<file path="src/rtl/op_mem.sv">
// Output-peripheral memory on the LSU bus: LED/7-seg/LCD registers with
// byte/half/word stores, 1-cycle registered readback and a multiplexed 7-seg scanner.
module op_mem #(
    parameter int SCAN_DIV   = 50000,
    parameter int NUM_DIGITS = 8
) (
    input  logic                    i_clk,
    input  logic                    i_rst,
    input  logic                    i_lsu_wren,
    input  logic [31:0]             i_lsu_addr,
    input  logic [31:0]             i_st_data,
    input  logic [3:0]              i_num_byte,
    output logic [31:0]             o_op_data,
    output logic                    o_misalign,
    output logic [31:0]             o_io_ledr,
    output logic [31:0]             o_io_ledg,
    output logic [7*NUM_DIGITS-1:0] o_io_hex,
    output logic [31:0]             o_io_lcd,
    output logic [NUM_DIGITS-1:0]   o_seg_an,
    output logic [6:0]              o_seg_cat
);

    localparam int              DIV_W   = (SCAN_DIV > 1) ? $clog2(SCAN_DIV) : 1;
    localparam int              DIG_W   = $clog2(NUM_DIGITS);
    localparam logic [DIV_W-1:0] DIV_MAX = DIV_W'(SCAN_DIV - 1);

    localparam logic [3:0] IDX_LEDR   = 4'h0;
    localparam logic [3:0] IDX_LEDG   = 4'h4;
    localparam logic [3:0] IDX_HEX_LO = 4'h8;
    localparam logic [3:0] IDX_HEX_HI = 4'h9;
    localparam logic [3:0] IDX_LCD    = 4'hC;

    logic [31:0]           ledr_q, ledr_d, ledg_q, ledg_d;
    logic [31:0]           hex_lo_q, hex_lo_d, hex_hi_q, hex_hi_d;
    logic [31:0]           lcd_q, lcd_d, op_data_q, op_data_d;
    logic                  misalign_q, misalign_d;
    logic [DIV_W-1:0]      div_cnt_q, div_cnt_d;
    logic [DIG_W-1:0]      dig_q, dig_d;
    logic [NUM_DIGITS-1:0] seg_an_q, seg_an_d;
    logic [6:0]            seg_cat_q, seg_cat_d;

    logic        region_hit, wr_en, misalign_det, div_wrap;
    logic [3:0]  word_idx, lane_en;
    logic [31:0] wr_data;
    logic [63:0] hex_all;
    logic        unused_addr;

    // Upper address bits are deliberately don't-care (aliased region).
    assign unused_addr = ^i_lsu_addr[31:16];

    function automatic logic [31:0] merge_lanes(input logic [31:0] old_val,
                                                input logic [31:0] new_val,
                                                input logic [3:0]  en);
        logic [31:0] merged;
        for (int b = 0; b < 4; b++)
            merged[8*b +: 8] = en[b] ? new_val[8*b +: 8] : old_val[8*b +: 8];
        return merged;
    endfunction

    // Store decode: replicate the right-aligned data across lanes, then pick lanes.
    always_comb begin
        // NOTE: every always_comb output gets a default first so no path infers a latch.
        lane_en      = 4'b0000;
        wr_data      = i_st_data;
        misalign_det = 1'b0;
        region_hit   = (i_lsu_addr[15:6] == 10'b0111_0000_00);
        word_idx     = i_lsu_addr[5:2];
        case (i_num_byte)
            4'b0001: begin
                wr_data = {4{i_st_data[7:0]}};
                lane_en = 4'b0001 << i_lsu_addr[1:0];
            end
            4'b0011: begin
                wr_data = {2{i_st_data[15:0]}};
                if (i_lsu_addr[0]) misalign_det = 1'b1;
                else               lane_en = i_lsu_addr[1] ? 4'b1100 : 4'b0011;
            end
            4'b1111: begin
                if (i_lsu_addr[1:0] != 2'b00) misalign_det = 1'b1;
                else                          lane_en = 4'b1111;
            end
            default: ;
        endcase
        wr_en = i_lsu_wren && region_hit;
    end

    always_comb begin
        ledr_d     = ledr_q;
        ledg_d     = ledg_q;
        hex_lo_d   = hex_lo_q;
        hex_hi_d   = hex_hi_q;
        lcd_d      = lcd_q;
        misalign_d = wr_en && misalign_det;
        if (wr_en) begin
            case (word_idx)
                IDX_LEDR:   ledr_d   = merge_lanes(ledr_q,   wr_data, lane_en);
                IDX_LEDG:   ledg_d   = merge_lanes(ledg_q,   wr_data, lane_en);
                IDX_HEX_LO: hex_lo_d = merge_lanes(hex_lo_q, wr_data, lane_en);
                IDX_HEX_HI: hex_hi_d = merge_lanes(hex_hi_q, wr_data, lane_en);
                IDX_LCD:    lcd_d    = merge_lanes(lcd_q,    wr_data, lane_en);
                default: ;
            endcase
        end

        // Readback uses the pre-store register values.
        op_data_d = 32'h0;
        if (region_hit) begin
            case (word_idx)
                IDX_LEDR:   op_data_d = ledr_q;
                IDX_LEDG:   op_data_d = ledg_q;
                IDX_HEX_LO: op_data_d = hex_lo_q;
                IDX_HEX_HI: op_data_d = hex_hi_q;
                IDX_LCD:    op_data_d = lcd_q;
                default: ;
            endcase
        end
    end

    // Scanner: anode and cathode both derive from dig_d so they change on the same edge.
    always_comb begin
        hex_all   = {hex_hi_q, hex_lo_q};
        div_wrap  = (div_cnt_q == DIV_MAX);
        div_cnt_d = div_wrap ? '0 : div_cnt_q + 1'b1;
        dig_d     = div_wrap ? dig_q + 1'b1 : dig_q;
        seg_an_d  = ~(NUM_DIGITS'(1) << dig_d);
        seg_cat_d = hex_all[8*dig_d +: 7];
        o_io_hex  = '0;
        for (int k = 0; k < NUM_DIGITS; k++)
            o_io_hex[7*k +: 7] = hex_all[8*k +: 7];
    end

    always_ff @(posedge i_clk) begin
        // NOTE: sequential state uses non-blocking assignments so all flops update together.
        if (!i_rst) begin
            ledr_q     <= '0;
            ledg_q     <= '0;
            hex_lo_q   <= '0;
            hex_hi_q   <= '0;
            lcd_q      <= '0;
            op_data_q  <= '0;
            misalign_q <= 1'b0;
            div_cnt_q  <= '0;
            dig_q      <= '0;
            seg_an_q   <= {{(NUM_DIGITS-1){1'b1}}, 1'b0};
            seg_cat_q  <= '0;
        end else begin
            ledr_q     <= ledr_d;
            ledg_q     <= ledg_d;
            hex_lo_q   <= hex_lo_d;
            hex_hi_q   <= hex_hi_d;
            lcd_q      <= lcd_d;
            op_data_q  <= op_data_d;
            misalign_q <= misalign_d;
            div_cnt_q  <= div_cnt_d;
            dig_q      <= dig_d;
            seg_an_q   <= seg_an_d;
            seg_cat_q  <= seg_cat_d;
        end
    end

    assign o_io_ledr  = ledr_q;
    assign o_io_ledg  = ledg_q;
    assign o_io_lcd   = lcd_q;
    assign o_op_data  = op_data_q;
    assign o_misalign = misalign_q;
    assign o_seg_an   = seg_an_q;
    assign o_seg_cat  = seg_cat_q;

endmodule

</file>
<file path="config.mk">
export PLATFORM = sky130hd
export DESIGN_NAME = op_mem
export DESIGN_NICKNAME = d
export VERILOG_FILES = /design/src/rtl/op_mem.sv
export SDC_FILE = /design/constraint.sdc
export NUM_CORES = 1
export LEC_CHECK = 0
export CORE_UTILIZATION = 37
export DETAILED_ROUTE_END_ITERATION = 12
export PLACE_DENSITY = 0.67
export SYNTH_ARGS = -nofsm -noshare
export SYNTH_HDL_FRONTEND = slang
export SYNTH_SLANG_ARGS = --single-unit
</file>
<file path="constraint.sdc">
create_clock -name i_clk -period 2.6 [get_ports i_clk]
set_input_delay 0.26 -clock i_clk [delete_from_list [all_inputs] [get_ports i_clk]]
set_output_delay 0.26 -clock i_clk [all_outputs]
set_load 0.05 [all_outputs]
</file>
==> results.txt <==
status - finished, final reports clean
GRT overflow - 0
Slew Limit Fails - 0
area share of the largest cell type after synthesis - 43.5%
Setup Fix Bufs, Post-CTS - 0
Worst Clk Skew - 0.0123 ns
Finished Layout Cells - 1,670
routed wire length - 35,400 microns
final core utilization - 50.9%
via count - 9,310
post-synthesis sequential area ratio - 43.5%
mapped cell area - 0.0104 sq mm
CORE AREA - 0.0278 sq mm
WHS Endpoint - o_io_lcd[0]$_SDFFE_PN0P_
Flop pwr share - 45.5%
fraction of final layout cells sized beyond drive strength 1 - 12.5%
final setup vio count - 0
Synth cell types - 58
row cnt - 61
initial antenna violation count - 3
largest area contributor in the netlist - dfxtp_1
CP Capture Type - flip-flop
Setup WS pre-CTS - 0.133 ns
Placed Instance Area - 0.0132 sq mm
P_int - 0.00598 W
#FFs+latches synth - 227
fillers - 2,571
Setup Crit Path Kind - flip-flop to flip-flop
Synthesized Nets - 1,140
Detailed Place HPWL - 26,000 microns
DRT Pass-1 Iters - 6
syn avg cell area - 9.79 sq um
worst slew pin tran - 0.815 ns
Remaining DRCs - 0
port buffer count - 254
Die Height - 170 microns
H-tree levels - 1
reg2reg path depth - 4
minimum clock period - 2.29 ns
Clock Sinks - 227
I/O Pins - 271
CTS-repair resized insts - 0
Hold Crit Class - primary input to flip-flop
worst hold start - i_rst
Max Clk Rate - 436 MHz
post-synthesis compound-gate area fraction - 15.3%
top post-synthesis cells by area - dfxtp_1 44%, mux2i_1 8.4%, nand2_1 6.6%
post-synthesis mux area share - 15.3%
setup TNS - 0 ns
Top delay family on crit path - simple AND/OR/NAND/NOR gates
Clock power frac - 49.5%
routed length per instance - 21.2 microns
clock-pin slew on the worst setup and hold paths - 0.06 ns
P_sw - 0.00168 W
routed vias/inst - 5.57
Slew headroom - 45.6%
CTS tree - built
Hold Fails Final Rpt - 0
CTS Root Cell - clkbuf_16
CP Data Arrival Time - 2.68 ns
Antenna Nets Post-Route - 0
Clock Latency Late Sink - 0.52 ns
die footprint - 0.0289 sq mm
fin worst setup slack - 0.306 ns
worst-path cell chain - or4b_4 > or4_4 > nand2_1 > nor2_1
r2r setup slk - 0.31 ns
VDD IR-drop max - 0.000385 V
Post-synth ARST share - 0%
# hold bufs at CTS - 0
simple-gate share of the synthesized area - 17.0%
hold path cells - 3
Final period util - 88.2%
PD cells - 542 mW/mm^2
Die X - 170 microns
leakage - 5.56 nW
post-synthesis xor/xnor area fraction - 1.51%
Post-synth EDFFs - 0
CP bufs+invs - 0
placed insts - 1,622
adder-cell area share of the yosys netlist - 0.240%
Num CTS Buffers - 26
1st-iter DRT viols - 1,009
Synth warnings - 0
Max FO, Critical Path - 21
initial core utilization - 37.6%
pin count of the biggest net entering global routing - 78
CP peak stage delay - 0.69 ns
CP Data Required Time - 2.98 ns
R2R Path Start - div_cnt_q[7]$_SDFF_PP0_
Comb pwr share - 5.0%
GPL Wtd Cong - 0.849
Max-Cap Viols - 0
Sw Ratio - 22.0%
Nets - 1,345
RR Endpoint - div_cnt_q[15]$_SDFF_PP0_
Main synth FF type - dfxtp_1
P&R area growth vs syn - 35.3%
main combinational cell family by area after synthesis - simple AND/OR/NAND/NOR gates
Critical-path top delay cell - or4_4
Syn Inst Count - 1,067
Max clock buf depth - 3
RSZ-0062 raised after global routing - false
GR Util All Layers - 24.0%
fin area - 0.0141 sq mm
first-pass GRT wire length - 53,200 microns
vias in the first global route - 8,791
CP Launch Type - flip-flop
cell families after synthesis:
kind of cell / Yosys count
mux: 124
flops: 227
buf+inv: 134
simple gates: 347
fa+ha+maj: 2
compound gates: 215
xor+xnor: 18
metrics by stage:
stage               power (W)  hold slack [ns]
global placement      0.00394            0.442
floorplan             0.00374            0.426
detailed placement    0.00394            0.454
finish                0.00766            0.243
global route          0.00788            0.263
CTS                   0.00771            0.227
metal layers:
layer | vias up | track usage (%) | part of all wire, %
li1 | 4274 | - | -
met3 | 94 | 4.95 | 7.6
met5 | - | 0 | 0
met4 | 0 | 11.5 | 4.7
met2 | 421 | 37.7 | 46
met1 | 4521 | 31.5 | 42
final cells by class:
type                       instances  area [sq um]  area share, %
inverter                           2          7.51         0.0531
clock buffer                      40           815           5.76
sequential                       227          4550           32.2
tap                              378           473           3.35
clock inverter                     6          86.3          0.611
antenna                            2          5.00         0.0354
timing repair buffer             309          3010           21.3
multi-input combinational        706          5190           36.7
cells in the mapped netlist, drive strengths merged, types with 4 or more instances:
library cell,n
clkbuf,54
nand2,183
nor2,24
nor3,9
nand3,70
mux4,28
a222oi,32
a22oi,33
o211a,47
nand4,5
nor4b,4
nor4,7
xnor2,8
a21oi,36
and2,4
xor2,10
dfxtp,227
o211ai,9
o21ai,54
buf,78
nor2b,12
mux2i,88
mux2,8
and3,9
worst reg2reg max path, delay by kind of cell, from the launching register on:
| family | cells | cell delay, ns |
|---|---|---|
| flops | 1 | 0.34 |
| simple gates | 4 | 1.83 |
power by group through the flow:
stage | clock [W] | sequential, W | combinational (W)
final | 0.00380 | 0.00349 | 0.000382
after global routing | 0.00398 | 0.00348 | 0.000407
after CTS | 0.00385 | 0.00349 | 0.000380
after detailed placement | 0 | 0.00356 | 0.000379
after global placement | 0 | 0.00356 | 0.000375
after floorplan | 0 | 0.00356 | 0.000173
flip-flops by register name, indices dropped and copies added, names as in the netlist:
name        count
hex_lo_q       32
o_misalign      1
div_cnt_q      16
o_seg_cat       7
o_io_ledg      32
dig_q           3
hex_hi_q       32
o_io_lcd       32
o_op_data      32
o_seg_an        8
o_io_ledr      32
how the worst max path moves through the flow:
stage	startpoint	end	slack (ns)	cells past startpoint
2_1_floorplan	div_cnt_q[7]$_SDFF_PP0_	o_seg_an[5]$_SDFF_PN1_	0.56	6
3_3_place_gp	i_lsu_addr[3]	hex_lo_q[5]$_SDFFE_PN0P_	0.17	6
3_5_place_dp	i_lsu_addr[3]	hex_lo_q[4]$_SDFFE_PN0P_	0.13	6
4_1_cts	div_cnt_q[7]$_SDFF_PP0_	div_cnt_q[15]$_SDFF_PP0_	0.34	4
5_1_grt	div_cnt_q[7]$_SDFF_PP0_	div_cnt_q[3]$_SDFF_PP0_	0.23	4
6_report	div_cnt_q[7]$_SDFF_PP0_	div_cnt_q[15]$_SDFF_PP0_	0.31	4
cell usage in the layout (no fill, tap or decap), types with 28 or more instances in the layout:
master	count
dfxtp_1	226
o21ai_0	51
nand2_1	183
buf_4	51
a22oi_1	32
a21oi_1	36
clkdlybuf4s50_1	253
mux4_2	28
nand3_1	69
o211a_1	47
a222oi_1	32
mux2i_1	88
(Power assumes the default switching activity.)
